===== src/rtl/fetch_pkg.sv =====
// Shared fetch-side types: FSM encoding, reset PC and word-alignment helper.
package fetch_pkg;

    typedef enum logic [1:0] {
        REQ   = 2'd0,
        VALID = 2'd1,
        ERR   = 2'd2,
        BOOT  = 2'd3
    } fetch_state_t;

    localparam logic [31:0] RESET_PC_DEF = 32'h0000_3000;

    function automatic logic is_aligned(input logic [31:0] addr);
        return addr[1:0] == 2'b00;
    endfunction

endpackage


===== src/rtl/pc_fetch_unit.sv =====
// Architectural PC register and instruction-fetch front end.
// Fetches at pc via req/ack, hands {pc, instr} to decode via valid/ready.
module pc_fetch_unit
    import fetch_pkg::*;
#(
    parameter logic [31:0] RESET_PC = RESET_PC_DEF,
    parameter int          CNT_W    = 32
) (
    input  logic             clk,
    input  logic             reset,
    input  logic [31:0]      npc,
    input  logic             instr_ready,
    output logic             imem_req,
    output logic [31:0]      imem_addr,
    input  logic             imem_ack,
    input  logic [31:0]      imem_rdata,
    output logic [31:0]      pc,
    output logic [31:0]      instr,
    output logic             instr_valid,
    output logic             addr_err,
    output logic [CNT_W-1:0] retired
);

    fetch_state_t state;
    fetch_state_t state_n;
    logic         accept;
    logic         load_instr;

    // BOOT keeps imem_req low while reset is held; it leaves on the first edge.
    always_comb begin
        state_n    = state;
        accept     = 1'b0;
        load_instr = 1'b0;
        unique case (state)
            BOOT: state_n = REQ;
            REQ: begin
                if (imem_ack) begin
                    load_instr = 1'b1;
                    state_n    = VALID;
                end
            end
            VALID: begin
                if (instr_ready) begin
                    accept  = 1'b1;
                    state_n = is_aligned(npc) ? REQ : ERR;
                end
            end
            ERR: state_n = ERR;
        endcase
    end

    always_ff @(posedge clk or negedge reset) begin
        if (!reset) begin
            state    <= BOOT;
            pc       <= RESET_PC;
            instr    <= 32'h0;
            addr_err <= 1'b0;
            retired  <= '0;
        end else begin
            state <= state_n;
            if (load_instr) begin
                instr <= imem_rdata;
            end
            if (accept) begin
                pc      <= npc;
                retired <= retired + CNT_W'(1);
                if (!is_aligned(npc)) begin
                    addr_err <= 1'b1;
                end
            end
        end
    end

    assign imem_req    = (state == REQ);
    assign instr_valid = (state == VALID);
    assign imem_addr   = pc;

endmodule


===== config.mk =====
export PLATFORM = sky130hd
export DESIGN_NAME = pc_fetch_unit
export DESIGN_NICKNAME = d
export VERILOG_FILES = /design/src/rtl/fetch_pkg.sv /design/src/rtl/pc_fetch_unit.sv
export SDC_FILE = /design/constraint.sdc
export NUM_CORES = 1
export LEC_CHECK = 0
export BUFFER_PORTS_ARGS = -buffer_cell sky130_fd_sc_hd__buf_2
export CAP_MARGIN = 25
export CORE_MARGIN = 4
export CORE_UTILIZATION = 45
export DETAILED_ROUTE_END_ITERATION = 10
export GPL_TIMING_DRIVEN = 1
export PLACE_DENSITY = 0.79
export SKIP_CTS_REPAIR_TIMING = 1
export SYNTH_ARGS = -nofsm -noshare
export SYNTH_HDL_FRONTEND = slang
export SYNTH_SLANG_ARGS = --single-unit
export TNS_END_PERCENT = 1

===== constraint.sdc =====
create_clock -name clk -period 3.38 [get_ports clk]
set_input_delay 0.845 -clock clk [delete_from_list [all_inputs] [get_ports clk]]
set_output_delay 0.845 -clock clk [all_outputs]
set_load 0.01 [all_outputs]

==> results of run 1 <==
-- cell type report --
type | instances | share of cell area (%)
clock buffers | 9 | 2.34
clock inverters | 6 | 1.37
inverters | 6 | 0.426
multi-input cells | 231 | 26.7
flip-flops and latches | 99 | 47.0
well taps | 111 | 2.63
repair buffers | 202 | 19.6
-- metal layers --
layer  track usage, %  share of wire, %  up-vias
met1             22.0                41     1560
li1                 -                 -     1550
met5                0                 0        -
met2             31.7                51      113
met3             4.32               5.8       15
met4             5.81               1.8        0
-- report_power, final --
part	switching (uW)	internal, uW
Clock	409	346
Sequential	0	1180
Combinational	33.9	30.3
-- kinds of logic (layout without fill, tap and decap cells) --
logic type / after synthesis / after routing / synth area share (%)
XOR/XNOR: 31 / 31 / 6.63
buffers and inverters: 53 / 223 / 7.61
multiplexers: 32 / 32 / 8.56
adder cells (fa/ha/maj): 1 / 1 / 0.297
AO/OA/AOI/OAI: 3 / 3 / 0.505
flip-flops: 99 / 99 / 58.9
AND/OR/NAND/NOR: 164 / 164 / 17.5
-- worst max-delay path: stages (launching register included) --
cell	delay (ns)
dfstp_2	0.59
nor2b_1	0.20
buf_2	0.17
-- through the flow --
step	power [uW]	instance area (um2)	setup WS, ns	hold WS [ns]	util (%)
3_3_place_gp	1270	5090	1.01	0.448	55.3
6_report	2000	5290	1.23	0.472	57.5
2_1_floorplan	1210	4210	1.23	0.471	-
4_1_cts	2040	5290	1.19	0.476	57.5
3_5_place_dp	1270	5090	0.958	0.460	55.3
5_1_grt	2100	5290	1.08	0.500	57.5
-- worst paths after layout --
| kind | startpoint | end | cells past startpoint |
|---|---|---|---|
| worst max-delay path | state[0]$_DFFE_PN1P_ | instr_valid | 2 |
| worst min-delay path | imem_addr[13]$_DFFE_PN1P_ | imem_addr[13]$_DFFE_PN1P_ | 2 |
| worst max register to register | retired[3]$_DFFE_PN0P_ | retired[29]$_DFFE_PN0P_ | 4 |
| worst min register to register | imem_addr[13]$_DFFE_PN1P_ | imem_addr[13]$_DFFE_PN1P_ | 2 |
| max in group asynchronous | reset | state[1]$_DFFE_PN1P_ | 2 |
| min in group asynchronous | reset | retired[21]$_DFFE_PN0P_ | 1 |
-- sequential cells by signal, indices dropped and copies added (netlist names) --
signal	cells
addr_err	1
retired	32
state	2
instr	32
imem_addr	32
-- placed cells by master (no fill, tap or decap), drive strengths merged, types with 5 or more instances in the layout --
master,instances
xnor2,24
nand4,13
nor4,5
xor2,7
nor2,7
clkbuf,9
buf,202
dfrtp,95
nand2,112
mux2,32
inv,8
nand3,9
==> impl_metrics.env, run 1 <==
export IMPL_syn_avg_cell_area_um2=11.0
export IMPL_period_needed_ns=2.15
export IMPL_dpl_cell_count=649
export IMPL_nets=618
export IMPL_skew_ns=0.0157
export IMPL_yosysSeqAreaShare_pct=58.9
export IMPL_drc=0
export IMPL_r2r_slack_ns=1.28
export IMPL_worst_ep_arrival_time_ns=1.30
export IMPL_clockBufferDepth=2
export IMPL_worstMarginPinSlew_ns=0.940
export IMPL_grt_overflow=0
export IMPL_vias=3238
export IMPL_routabilityCongestion=0.836
export IMPL_dieArea_um2=11000
export IMPL_fin_cells=664
export IMPL_dr_pass1_iters=4
export IMPL_min_path_type="register to register"
export IMPL_wl_per_cell_um=14.7
export IMPL_status="completed"
export IMPL_async_reset_ff_share_pct=100
export IMPL_drive_above_1_share_pct=46.3
export IMPL_path_clk_slew_ns=0.09
export IMPL_yosysMostFrequentCell="nand2_1"
export IMPL_initial_utilization_pct=45.8
export IMPL_die_x_um=105
export IMPL_synth_top_area_cell="dfrtp_1"
export IMPL_grt_usage_pct=18.1
export IMPL_grt_pass1_vias=3317
export IMPL_setup_viol_count_final=0
export IMPL_nFillCells=792
export IMPL_netlist_area_um2=4210
export IMPL_syn_nets=452
export IMPL_die_h_um=105
export IMPL_cts_root_buf="clkbuf_8"
export IMPL_cts_buffers_inserted=9
export IMPL_period_share_pct=63.5
export IMPL_worst_endpoint_required_ns=2.53
export IMPL_rsz0062_at_grt="false"
export IMPL_report_final_slew_viol_count=0
export IMPL_power_density_nw_per_um2=379
export IMPL_fmax_mhz=466
export IMPL_yosysTopAreaCellShare_pct=56.4
export IMPL_crit_type="register to output port"
export IMPL_start_kind="register"
export IMPL_clock_latency_ns=0.35
export IMPL_yosysUniqueCellTypes=30
export IMPL_crit_path_max_fanout=6
export IMPL_synth_warnings=0
export IMPL_syn2layout_area_growth_pct=25.5
export IMPL_cts_sinks=99
export IMPL_ys_flop_type="dfrtp_1"
export IMPL_std_cell_rows=35
export IMPL_synth_edf_count=0
export IMPL_critPathCaptureType="output port"
export IMPL_hold_viol=0
export IMPL_p_leak_uw=0.00317
export IMPL_synth_area_top_cells="dfrtp_1 56%, nand2_1 10%, mux2_2 8.6%"
export IMPL_portBuffers=198
export IMPL_drtIter0Drc=134
export IMPL_dp_hpwl_mm=7.46
export IMPL_drv_cap=0
export IMPL_ios=199
export IMPL_syn_inst=383
export IMPL_n_antenna_cell=0
export IMPL_antenna_left=0
export IMPL_antenna_found_initial=0
export IMPL_worst_ir_drop_vdd_mv=0.254
export IMPL_grt_max_degree=56
export IMPL_synth_common_cells="112 x nand2_1, 95 x dfrtp_1, 32 x buf_4, 32 x mux2_2, 23 x xnor2_1"
export IMPL_seq_area_um2=2480
export IMPL_via_per_inst=4.88
export IMPL_wl_mm=9.76
export IMPL_grt_pass1_wl_mm=16.1
export IMPL_synth_seq_cells=99
export IMPL_setup_tns_ns=0
export IMPL_multi_input_area_um2=1410
export IMPL_slew_headroom_pct=36.8
export IMPL_core_area_um2=9200
export IMPL_cts_tree="done"
export IMPL_htreeDepth=3
Power figures use the tool's default switching activity.
==> run 2: changes to the inputs <==
ABC_AREA = 1   (was not set)
PLACE_DENSITY = 0.78   (was 0.79)
clock period = 2 ns   (was 3.38 ns; I/O delays follow)
==> run 2 against run 1 <==
Register-to-register slack got worse by 1.0 ns. Die area rose by 7.2%. Total power grew to 3.6 times the previous value. Combinational power increased to 43 times the previous value. Clock skew down 0.0065 ns. Design area is 6.4% higher. First-iteration DRC count is 51% higher. Critical path type is now register to register. Highest routed layer unchanged. Global-route usage rose by 0.29 points. Sequential share of layout area decreased by 2.8 points. Synthesized area increased by 7.8%. Synthesized cell count rose by 26%.
==> impl_metrics.env, run 2 <==
export IMPL_status="completed"
export IMPL_power_density_nw_per_um2=1280
export IMPL_via_per_inst=4.73
export IMPL_hold_viol=0
export IMPL_synth_area_top_cells="dfrtp_1 52%, nand2_1 13%, mux2_2 7.9%"
export IMPL_nets=720
export IMPL_fmax_mhz=569
export IMPL_clkPwrFrac_pct=17.5
export IMPL_period_needed_ns=1.76
export IMPL_slowest_stage="dfstp_2"
export IMPL_worst_ep_arrival_time_ns=2.03
export IMPL_yosysMostFrequentCell="nand2_1"
export IMPL_synth_top_area_cell="dfrtp_1"
export IMPL_crit_path_cell_trace="nand3_2 -> inv_2 -> nand3_1 -> nor2_2 -> nand3_1 -> nand2_1 -> nand2_1"
export IMPL_p_switching_uw=2640
export IMPL_report_final_slew_viol_count=0
export IMPL_die_h_um=108
export IMPL_crit_type="register to register"
export IMPL_grt_max_degree=100
export IMPL_synth_common_cells="163 x nand2_1, 95 x dfrtp_1, 40 x inv_1"
export IMPL_p_leak_uw=0.00311
export IMPL_cts_buffers_inserted=9
export IMPL_crit_buf_inv=1
export IMPL_comb_power_share_pct=38.4
export IMPL_async_reset_ff_share_pct=100
export IMPL_cts_tree="done"
export IMPL_start_kind="register"
export IMPL_synth_edf_count=0
export IMPL_p_sw_share_pct=36.6
export IMPL_antenna_left=0
export IMPL_htreeDepth=3
export IMPL_syn_inst=482
export IMPL_critPathCaptureType="register"
export IMPL_crit_path_max_fanout=11
export IMPL_nFillCells=878
export IMPL_layout_common_cells="197 x buf_2, 163 x nand2_1, 95 x dfrtp_1"
export IMPL_n_antenna_cell=0
export IMPL_grt_pass1_vias=3581
export IMPL_dieArea_um2=11800
export IMPL_initial_utilization_pct=46.2
export IMPL_drc=0
export IMPL_fin_cells=789
export IMPL_rr_endpoint="retired[27]$_DFFE_PN0P_"
export IMPL_drtIter0Drc=202
export IMPL_antenna_found_initial=0
export IMPL_core_area_um2=9820
export IMPL_worst_endpoint_required_ns=2.27
export IMPL_r2r_start="state[0]$_DFFE_PN1P_"
export IMPL_grt_overflow=0
export IMPL_pwr_share_seq_pct=44.1
export IMPL_worst_ir_drop_vdd_mv=0.586
export IMPL_setup_tns_ns=0
export IMPL_r2r_slack_ns=0.24
export IMPL_wl_per_cell_um=13.7
export IMPL_dp_hpwl_mm=8.23
export IMPL_layout_cells_most_common="buf_2"
export IMPL_critPathTopFamily="simple AND/OR/NAND/NOR gates"
export IMPL_clockBufferDepth=2
export IMPL_synth_seq_cells=99
export IMPL_syn_nets=551
export IMPL_clock_latency_ns=0.37
export IMPL_worstMarginPinSlew_ns=0.506
export IMPL_drive_above_1_share_pct=40.5
export IMPL_drv_cap=0
export IMPL_yosysTopAreaCellShare_pct=52.4
export IMPL_routabilityCongestion=0.946
export IMPL_rsz0062_at_grt="false"
export IMPL_min_path_type="input port to async pin"
export IMPL_reg2reg_depth=7
export IMPL_grt_usage_pct=18.4
export IMPL_period_share_pct=87.9
export IMPL_yosysSeqAreaShare_pct=54.7
export IMPL_seq_area_um2=2480
export IMPL_std_cell_rows=36
export IMPL_cts_root_buf="clkbuf_8"
export IMPL_slew_headroom_pct=66.3
export IMPL_netlist_area_um2=4540
export IMPL_syn_avg_cell_area_um2=9.42
export IMPL_portBuffers=198
export IMPL_syn2layout_area_growth_pct=23.9
export IMPL_max_stage_delay_ns=0.57
export IMPL_wl_mm=10.8
export IMPL_skew_ns=0.00922
export IMPL_vias=3734
export IMPL_ios=199
export IMPL_grt_pass1_wl_mm=17.0
export IMPL_ys_flop_type="dfrtp_1"
export IMPL_dpl_cell_count=773
export IMPL_multi_input_area_um2=1580
export IMPL_path_clk_slew_ns=0.10
export IMPL_synth_warnings=0
export IMPL_p_int_uw=4560
export IMPL_dr_pass1_iters=4
export IMPL_cts_sinks=99
export IMPL_die_x_um=108
export IMPL_yosysUniqueCellTypes=24
export IMPL_setup_viol_count_final=0
==> run 2: changes by cell type in the layout (fill, tap and decap cells not counted), moves of 4 or more <==
cell     before  now
nor4_1        4    0
nand3_1       9   25
nor2_2        0    5
and3_1        4    0
inv_1         6   40
xnor2_1      23    9
nor2_1        7   24
nand2_1     112  163
==> run 2: power groups by stage <==
stage	logic, uW	registers [uW]	clock network [uW]
after global placement	2780	3160	0
after CTS	2830	3180	1300
after detailed placement	2820	3210	0
after global routing	3050	3260	1390
final	2770	3170	1260
after floorplan	1570	3510	0
==> run 2: logic make-up after synthesis <==
logic type	synth area share, %
buf+inv	10.5
fa+ha+maj	0.276
xor+xnor	3.67
mux	7.94
flops	54.7
compound gates	0.496
simple gates	22.5
==> run 2: per-layer routing <==
layer / wire length, um / GRT usage (%) / up-vias / part of all wire [%]
met5: 0 / 0 / - / 0
met4: 214 / 7.66 / 0 / 2.0
met3: 731 / 3.10 / 20 / 6.8
met2: 5550 / 31.9 / 155 / 51
met1: 4340 / 22.7 / 1742 / 40
li1: - / - / 1817 / -
==> run 2: worst max path at each step <==
stage	from	slack (ns)	endpoint	depth (start not counted)
floorplan	retired[1]$_DFFE_PN0P_	0.60	retired[22]$_DFFE_PN0P_	7
global placement	instr_ready	0.28	retired[17]$_DFFE_PN0P_	8
detailed placement	instr_ready	0.22	retired[27]$_DFFE_PN0P_	8
CTS	state[1]$_DFFE_PN1P_	0.25	instr_valid	4
global route	state[0]$_DFFE_PN1P_	0.11	retired[25]$_DFFE_PN0P_	7
finish	state[0]$_DFFE_PN1P_	0.24	retired[27]$_DFFE_PN0P_	7
==> run 2: through the flow <==
stage	hold WS (ns)	utilization [%]	setup WS (ns)	total power (uW)	instance area, um2
after floorplan	0.204	-	0.601	5070	4540
after global placement	0.460	55.3	0.279	5940	5430
after detailed placement	0.455	55.3	0.218	6030	5430
after CTS	0.186	57.3	0.247	7300	5630
after global routing	0.216	57.3	0.112	7710	5630
final	0.167	57.3	0.242	7200	5630
==> run 2: area by class of cell <==
cell class / instances / area share [%]
inverters: 41 / 2.74
repair buffers: 202 / 18.6
flip-flops and latches: 99 / 44.1
clock inverters: 7 / 1.22
multi-input cells: 298 / 28.1
clock buffers: 9 / 2.20
well taps: 133 / 2.96
